**src/rtl/image_ram_writer.sv**
```systemverilog
// image_ram_writer
// Unpacks a valid/ready byte stream (8 pixels per byte, MSB = leftmost pixel)
// into single-bit writes to the 1-bit image RAM. Writes go to raster addresses
// starting at 0 on each start-of-frame byte. Runs entirely in pixel_clk.
module image_ram_writer #(
    parameter int IMG_WIDTH  = 256,
    parameter int IMG_HEIGHT = 256,
    parameter int ADDR_W     = 16
) (
    input  logic              pixel_clk,
    input  logic              sys_rst_n,
    input  logic [7:0]        s_data,
    input  logic              s_valid,
    input  logic              s_sof,
    output logic              s_ready,
    output logic              ram_we,
    output logic [ADDR_W-1:0] ram_addr,
    output logic              ram_din,
    output logic              frame_done,
    output logic              sof_err,
    output logic              busy,
    output logic [7:0]        frame_cnt
);

    localparam int                TOTAL     = IMG_WIDTH * IMG_HEIGHT;
    localparam logic [ADDR_W-1:0] LAST_ADDR = ADDR_W'(TOTAL - 1);

    typedef enum logic {
        IDLE,
        ACTIVE
    } state_t;

    state_t            state, state_nxt;
    logic [7:0]        shreg, shreg_nxt;
    logic [3:0]        bits_left, bits_left_nxt;
    logic [ADDR_W-1:0] pix_addr, pix_addr_nxt;

    logic              accept;
    logic              wr_bit;
    logic              last_bit;

    logic              ram_we_nxt;
    logic [ADDR_W-1:0] ram_addr_nxt;
    logic              ram_din_nxt;
    logic              frame_done_nxt;
    logic              sof_err_nxt;
    logic [7:0]        frame_cnt_nxt;

    // Ready while at most one bit is still waiting to be written, so the next
    // byte can load on the same edge as the final write of the current one.
    assign s_ready = (bits_left == 4'd0) || (bits_left == 4'd1);
    assign accept  = s_valid && s_ready;
    assign busy    = (state == ACTIVE);

    // Next-state: bit write/shift, byte load, frame end and mid-frame SOF handling.
    always_comb begin
        wr_bit   = (state == ACTIVE) && (bits_left != 4'd0);
        last_bit = wr_bit && (pix_addr == LAST_ADDR);

        state_nxt      = state;
        shreg_nxt      = shreg;
        bits_left_nxt  = bits_left;
        pix_addr_nxt   = pix_addr;
        ram_we_nxt     = wr_bit;
        ram_addr_nxt   = wr_bit ? pix_addr : ram_addr;
        ram_din_nxt    = wr_bit ? shreg[7] : ram_din;
        frame_done_nxt = last_bit;
        sof_err_nxt    = 1'b0;
        frame_cnt_nxt  = frame_cnt + {7'd0, last_bit};

        // The in-flight bit always goes out at its old address, even when a
        // byte is accepted on the same edge.
        if (wr_bit) begin
            shreg_nxt     = {shreg[6:0], 1'b0};
            bits_left_nxt = bits_left - 4'd1;
            pix_addr_nxt  = last_bit ? '0 : pix_addr + 1'b1;
            if (last_bit) begin
                state_nxt = IDLE;
            end
        end

        if (accept) begin
            if ((state == IDLE) || last_bit) begin
                // Outside a frame only a start-of-frame byte is kept.
                if (s_sof) begin
                    state_nxt     = ACTIVE;
                    shreg_nxt     = s_data;
                    bits_left_nxt = 4'd8;
                    pix_addr_nxt  = '0;
                end
            end else begin
                shreg_nxt     = s_data;
                bits_left_nxt = 4'd8;
                // A new SOF inside an unfinished frame restarts at address 0.
                if (s_sof) begin
                    sof_err_nxt  = 1'b1;
                    pix_addr_nxt = '0;
                end
            end
        end
    end

    // Control state and registered RAM-port outputs, cleared asynchronously.
    always_ff @(posedge pixel_clk or negedge sys_rst_n) begin
        if (!sys_rst_n) begin
            state      <= IDLE;
            bits_left  <= 4'd0;
            pix_addr   <= '0;
            ram_we     <= 1'b0;
            ram_addr   <= '0;
            ram_din    <= 1'b0;
            frame_done <= 1'b0;
            sof_err    <= 1'b0;
            frame_cnt  <= 8'd0;
        end else begin
            state      <= state_nxt;
            bits_left  <= bits_left_nxt;
            pix_addr   <= pix_addr_nxt;
            ram_we     <= ram_we_nxt;
            ram_addr   <= ram_addr_nxt;
            ram_din    <= ram_din_nxt;
            frame_done <= frame_done_nxt;
            sof_err    <= sof_err_nxt;
            frame_cnt  <= frame_cnt_nxt;
        end
    end

    // Pixel shift register; contents only matter while bits_left is non-zero.
    always_ff @(posedge pixel_clk) begin
        shreg <= shreg_nxt;
    end

endmodule

```
**config.mk**
```make
export PLATFORM = sky130hd
export DESIGN_NAME = image_ram_writer
export DESIGN_NICKNAME = d
export VERILOG_FILES = /design/src/rtl/image_ram_writer.sv
export SDC_FILE = /design/constraint.sdc
export NUM_CORES = 1
export LEC_CHECK = 0
export CORE_ASPECT_RATIO = 1.5
export CORE_MARGIN = 2
export CORE_UTILIZATION = 57
export CTS_CLUSTER_SIZE = 40
export DETAILED_ROUTE_END_ITERATION = 8
export GPL_TIMING_DRIVEN = 0
export PLACE_DENSITY_LB_ADDON = 0.3
export RECOVER_POWER = 50
export SYNTH_ARGS = -nofsm -noshare
export SYNTH_HDL_FRONTEND = slang
export SYNTH_SLANG_ARGS = --single-unit
```
**constraint.sdc**
```tcl
create_clock -name pixel_clk -period 5.44 [get_ports pixel_clk]
set_clock_uncertainty 0.05 [all_clocks]
set_input_delay 0.544 -clock pixel_clk [delete_from_list [all_inputs] [get_ports pixel_clk]]
set_output_delay 0.544 -clock pixel_clk [all_outputs]
set_load 0.01 [all_outputs]
```
==> summary.md, run 1 <==
| Metric | Value |
|---|---|
| Status | `complete, but fails checks` |
| Gr usage total | `20.4%` |
| R2R setup slack | `2.40 ns` |
| Row count | `29` |
| Leakage | `1.49 nW` |
| Io pins | `42` |
| Synth Register Bits | `57` |
| Number of port buffers | `41` |
| Pwr Density | `418 nW/µm²` |
| Routed wire length | `4.59 mm` |
| CTS tree | `built` |
| Fin. Hold Viols | `0` |
| YS warnings | `0` |
| Core box area | `4280 µm²` |
| CTS sink cnt | `57` |
| Share of layout cells above drive strength 1 | `17.9%` |
| Finished Layout Cells | `320` |
| CP arrival | `3.20 ns` |
| Hold buffers post-CTS | `0` |
| Drt wl/cell | `14.3 µm` |
| Post-synth top cells | `dfrtp_1, mux2_2, nand2_1` |
| Slew @ Worst Pin | `1.63 ns` |
| Max_cap viols | `1` |
| FFs w/ async S/R, synth | `86.0%` |
| Top_reg_cell synth | `dfrtp_1` |
| Syn nets | `233` |
| Setup bufs post-CTS | `0` |
| Final Slew Violations | `33` |
| Top cells by area, synth | `dfrtp_1, mux2_2, dfxtp_1, mux2_4, xor2_1` |
| Seq/Total Area, Yosys | `53.9%` |
| Post-Synthesis Cells | `216` |
| Critical Path End Type | `flop` |
| Maximum clock rate | `329 MHz` |
| GP Congestion | `0.785` |
| Worst-path clk slew | `0.06 ns` |
| Initial antenna violation count | `0` |
| Post-synth top area cell | `dfrtp_1` |
| Yosys cell types | `38` |
| Number of vias per cell | `5.59` |
| DRC | `1` |
| Mapped Area | `2570 µm²` |
| Maximum VDD drop | `273 µV` |
| Reg2Reg Depth | `11` |
| Via count | `1,788` |
| Worst min path class | `in2async` |
| CP startpoint kind | `flop` |
| Chip width | `58.8 µm` |
| Largest net degree at the start of global routing | `33` |
| Crit path required time | `5.60 ns` |
| Most instantiated library cell after synthesis | `dfrtp_1` |
| Relative slew slack | `-8.86%` |
| N_diodes | `0` |
| Die H | `86.2 µm` |
| Period minus WS final | `3.04 ns` |
| Top-area cell type share of the netlist area | `47.7%` |
| Detailed placement HPWL | `3.34 mm` |
| Worst Setup SP | `bits_left[0]` |
| Number of synthesized flops with an enable pin | `0` |
| Failing checks | `design-rule violations, max-capacitance violations, max-slew violations` |
| Critical setup path kind | `reg2reg` |
| Mean Syn Cell Area | `11.9 µm²` |
| Antenna Nets Post-Route | `0` |
| Post_cts resized | `0` |
| Htree depth | `3` |
| Crit Reg-Reg Startpoint | `bits_left[0]` |
| Tcrit/Tclk final | `55.8%` |
| Root buffer cell | `clkbuf_8` |
| Placed Cells | `304` |
| Initial Utilization | `60.0%` |
| Bufs on Longest Clock Path | `2` |
| Drt initial violations | `61` |
| RSZ-0062 raised after global routing | `no` |
| Total die area | `5070 µm²` |
| Number of CTS-inserted buffers | `9` |
| CP max FO | `10` |
| Vias in the first global route | `1,756` |
| Setup-failing EPs final | `0` |
| Grt ovf | `0` |
| Final net count | `286` |
| First-pass GRT wire length | `7.66 mm` |
| Placed cell area | `3050 µm²` |
| Final instance area | `3210 µm²` |
| Worst skew pair latency | `0.33 ns` |
| Setup_tns | `0 ns` |
| Pre-antenna DRT Iters | `6` |
| Area grow syn2layout | `24.8%` |
==> path summary, 6_finish.rpt <==
check	end
setup / recovery	frame_cnt[6]
hold / removal	frame_cnt[4]
setup reg to reg	frame_cnt[6]
hold reg to reg	ram_din
max in group asynchronous	ram_addr[3]
min in group pixel_clk	ram_din
==> layer usage <==
metal	wire length, µm	track usage, %	vias to the layer above
li1	-	-	876
met1	1890	24.0	874
met2	2460	32.9	32
met3	150	6.87	6
met4	89	10.1	0
met5	0	0	-
==> kinds of logic after synthesis <==
group	Yosys count	share of synthesized area [%]
AND/OR/NAND/NOR	70	15.0
flip-flops	57	53.9
adder cells (fa/ha/maj)	5	2.43
multiplexers	29	13.5
AO/OA/AOI/OAI	25	6.52
buffers and inverters	15	3.41
XOR/XNOR	15	5.11
==> report_power, final <==
group | leakage, nW | total [mW] | switching [mW] | internal [mW]
logic | 0.693 | 0.408 | 0.187 | 0.221
registers | 0.708 | 0.579 | 0.0632 | 0.516
clock network | 0.0910 | 0.354 | 0.151 | 0.204
==> through the flow <==
| stage | total power [mW] | util, % | setup slack (ns) | hold slack, ns |
|---|---|---|---|---|
| 6_report | 1.34 | 74.9 | 2.40 | 0.283 |
| 5_1_grt | 1.43 | 74.9 | 2.15 | 0.347 |
| 4_1_cts | 1.38 | 75.5 | 2.84 | 0.0895 |
| 3_5_place_dp | 1.01 | 71.3 | 2.85 | 0.383 |
| 3_3_place_gp | 0.997 | 71.0 | 2.46 | 0.378 |
| 2_1_floorplan | 0.865 | - | 3.12 | 0.198 |
==> sequential cells by signal, summed over array words and instances, names as in the netlist <==
signal      count
sof_err         1
ram_we          1
frame_cnt       8
bits_left       4
frame_done      1
busy            1
ram_addr       16
pix_addr       16
ram_din         1
shreg           8
==> final cells by class <==
cell class	count	area [µm²]
timing repair buffer	42	408
clock buffer	16	180
sequential	57	1390
fill	326	1070
buffer	8	51.3
inverter	7	28.8
tap	46	57.6
multi-input combinational	144	1100
==> critical path, stage by stage, from the launching register on <==
cell and delay (ns):
dfrtp_1 0.37, inv_1 0.08, ha_1 0.22, or3b_1 0.16, clkbuf_1 0.48, nand4_2 0.42, nor2_1 0.29, ha_1 0.23
ha_1 0.19, and3_1 0.20, nand3_1 0.10, xnor2_1 0.14
==> layout by cell type (no fill, tap or decap), types with 5 or more instances in the layout <==
cell type,instances
clkbuf_1,9
xor2_1,9
dlygate4sd3_1,16
nand4_1,6
nor2_1,12
mux2_4,6
nand3_1,8
ha_1,5
inv_1,6
xnor2_1,6
and3_1,5
o21ai_0,6
dfrtp_1,49
clkdlybuf4s50_1,24
dfxtp_1,8
clkbuf_8,12
a21oi_1,9
mux2_2,22
nand2_1,19
Power figures use the tool's default switching activity.
==> run 2, diff against run 1 <==
CORE_UTILIZATION = 48   (was 57)
clock period = 2.6 ns   (was 5.44 ns; I/O delays follow)
==> summary.md, run 2 (synthesis gave the netlist of run 1 again) <==
| Metric | Value |
|---|---|
| Hold Path Depth | `2` |
| Vias in the first global route | `1,779` |
| CP arrival | `2.62 ns` |
| Pre-CTS WS | `0.0378 ns` |
| Root buffer cell | `clkbuf_8` |
| Chip width | `63.7 µm` |
| Total power | `2.75 mW` |
| WP buf/inv | `2` |
| Crit Reg-Reg Startpoint | `bits_left[0]` |
| Largest net degree at the start of global routing | `27` |
| Total die area | `5970 µm²` |
| Share of layout cells above drive strength 1 | `18.5%` |
| Reg2Reg Depth | `11` |
| Top Family by Delay on Critical Path | `simple AND/OR/NAND/NOR gates` |
| Setup ws final | `0.183 ns` |
| Antenna Nets Post-Route | `0` |
| Initial Utilization | `49.8%` |
| Critical setup path kind | `reg2reg` |
| Die H | `93.6 µm` |
| CP startpoint kind | `flop` |
| Reg2reg end | `frame_cnt[6]` |
| Worst-path clk slew | `0.06 ns` |
| N_diodes | `0` |
| Routed wire length | `4.51 mm` |
| Gr usage total | `18.0%` |
| Crit-path max cell delay | `0.39 ns` |
| Core box area | `5160 µm²` |
| GP Congestion | `0.750` |
| Crit path required time | `2.81 ns` |
| CTS sink cnt | `57` |
| Relative slew slack | `13.4%` |
| Final net count | `287` |
| Crit-path slowest cell | `dfrtp_1` |
| Placed Cells | `326` |
| Via count | `1,794` |
| Grt ovf | `0` |
| Initial antenna violation count | `0` |
| Fin. Hold Viols | `0` |
| Fin util | `62.9%` |
| Largest regs | `pix_addr x16, ram_addr x16` |
| Row count | `32` |
| Critical-path cell list | `inv_1 -> ha_1 -> or3b_1 -> buf_6 -> nand4_4 -> nor2_2 -> ha_1 -> ha_1 -> and3_1 -> nand3_1 -> xnor2_1` |
| Worst min path class | `reg2reg` |
| Maximum clock rate | `414 MHz` |
| Most used cell, CP | `ha_1` |
| R2R setup slack | `0.18 ns` |
| Period minus WS final | `2.42 ns` |
| Bufs on Longest Clock Path | `2` |
| Final instance area | `3250 µm²` |
| Slew @ Worst Pin | `1.30 ns` |
| Number of port buffers | `41` |
| Drt wl/cell | `13.1 µm` |
| Area grow syn2layout | `26.3%` |
| Max_cap viols | `0` |
| First-pass GRT wire length | `7.98 mm` |
| Placed cell area | `3090 µm²` |
| Critical Path End Type | `flop` |
| Final Slew Violations | `0` |
| Most frequent cells in the layout | `dfrtp_1, clkdlybuf4s50_1, mux2_2, nand2_1, dlygate4sd3_1` |
| Status | `complete, no violations` |
| Maximum VDD drop | `594 µV` |
| Worst skew pair latency | `0.34 ns` |
| Worst Setup SP | `bits_left[0]` |
| Pwr Density | `848 nW/µm²` |
| Drt initial violations | `64` |
| Number of CTS-inserted buffers | `9` |
| Detailed placement HPWL | `3.41 mm` |
| DRC | `0` |
| Min-delay src | `shreg[7]` |
| Leakage | `1.49 nW` |
| Commonest non-fill, non-tap cell in the layout | `dfrtp_1` |
| Crit path depth | `11` |
| Pre-antenna DRT Iters | `4` |
| Htree depth | `3` |
| Hold Path End | `ram_din` |
| Tcrit/Tclk final | `93.0%` |
| CP max FO | `10` |
| CTS tree | `built` |
| Finished Layout Cells | `343` |
| Io pins | `42` |
| Number of vias per cell | `5.23` |
| Setup-failing EPs final | `0` |
## run 2: metal layers
metal  routed length (µm)  vias to the layer above  GRT usage (%)  part of all wire, %
li1                     -                      885              -                    -
met1                 1730                      857           19.6                   38
met2                 2440                       42           30.2                   54
met3                  206                       10           5.54                  4.6
met4                  125                        0           11.4                  2.8
met5                    0                        -              0                    0
## run 2: how the worst max path moves through the flow
stage	to	slack [ns]
after floorplan	frame_cnt[6]	0.28
after global placement	ram_we	-0.16
after detailed placement	frame_cnt[6]	0.04
after CTS	frame_cnt[6]	0.03
after global routing	frame_cnt[6]	-0.005
final	frame_cnt[6]	0.18
## run 2: report_power, final
| part | leakage, nW | internal (mW) | switching (mW) |
|---|---|---|---|
| combinational | 0.704 | 0.477 | 0.378 |
| sequential | 0.708 | 1.08 | 0.133 |
| clock | 0.0817 | 0.372 | 0.313 |
| total | 1.49 | 1.93 | 0.824 |
## run 2: cell type report
| cell class | count | area, µm² |
|---|---|---|
| multi-input combinational | 144 | 1110 |
| buffer | 8 | 58.8 |
| fill | 417 | 1920 |
| inverter | 7 | 28.8 |
| clock inverter | 1 | 5.00 |
| timing repair buffer | 43 | 419 |
| clock buffer | 15 | 156 |
| sequential | 57 | 1390 |
| tap | 68 | 85.1 |
## run 2: what timing repair did
item                                    CTS  global route
hold buffers                              1             0
endpoints found under the hold margin    25             0
endpoints found under the setup margin    0             3
gates resized for setup                   0             2
buffers inserted                          0             0
## run 2: metrics by stage
step,setup TNS [ns],hold slack (ns)
2_1_floorplan,0,-0.0856
3_3_place_gp,-7.63,0.365
3_5_place_dp,0,0.247
4_1_cts,0,0.384
5_1_grt,-0.00488,0.399
6_report,0,0.384
## run 2: tightest hold or removal path: stages (launching register included)
cell and delay (ns):
dfxtp_1 0.30, nand2_1 0.05, nand2_1 0.04
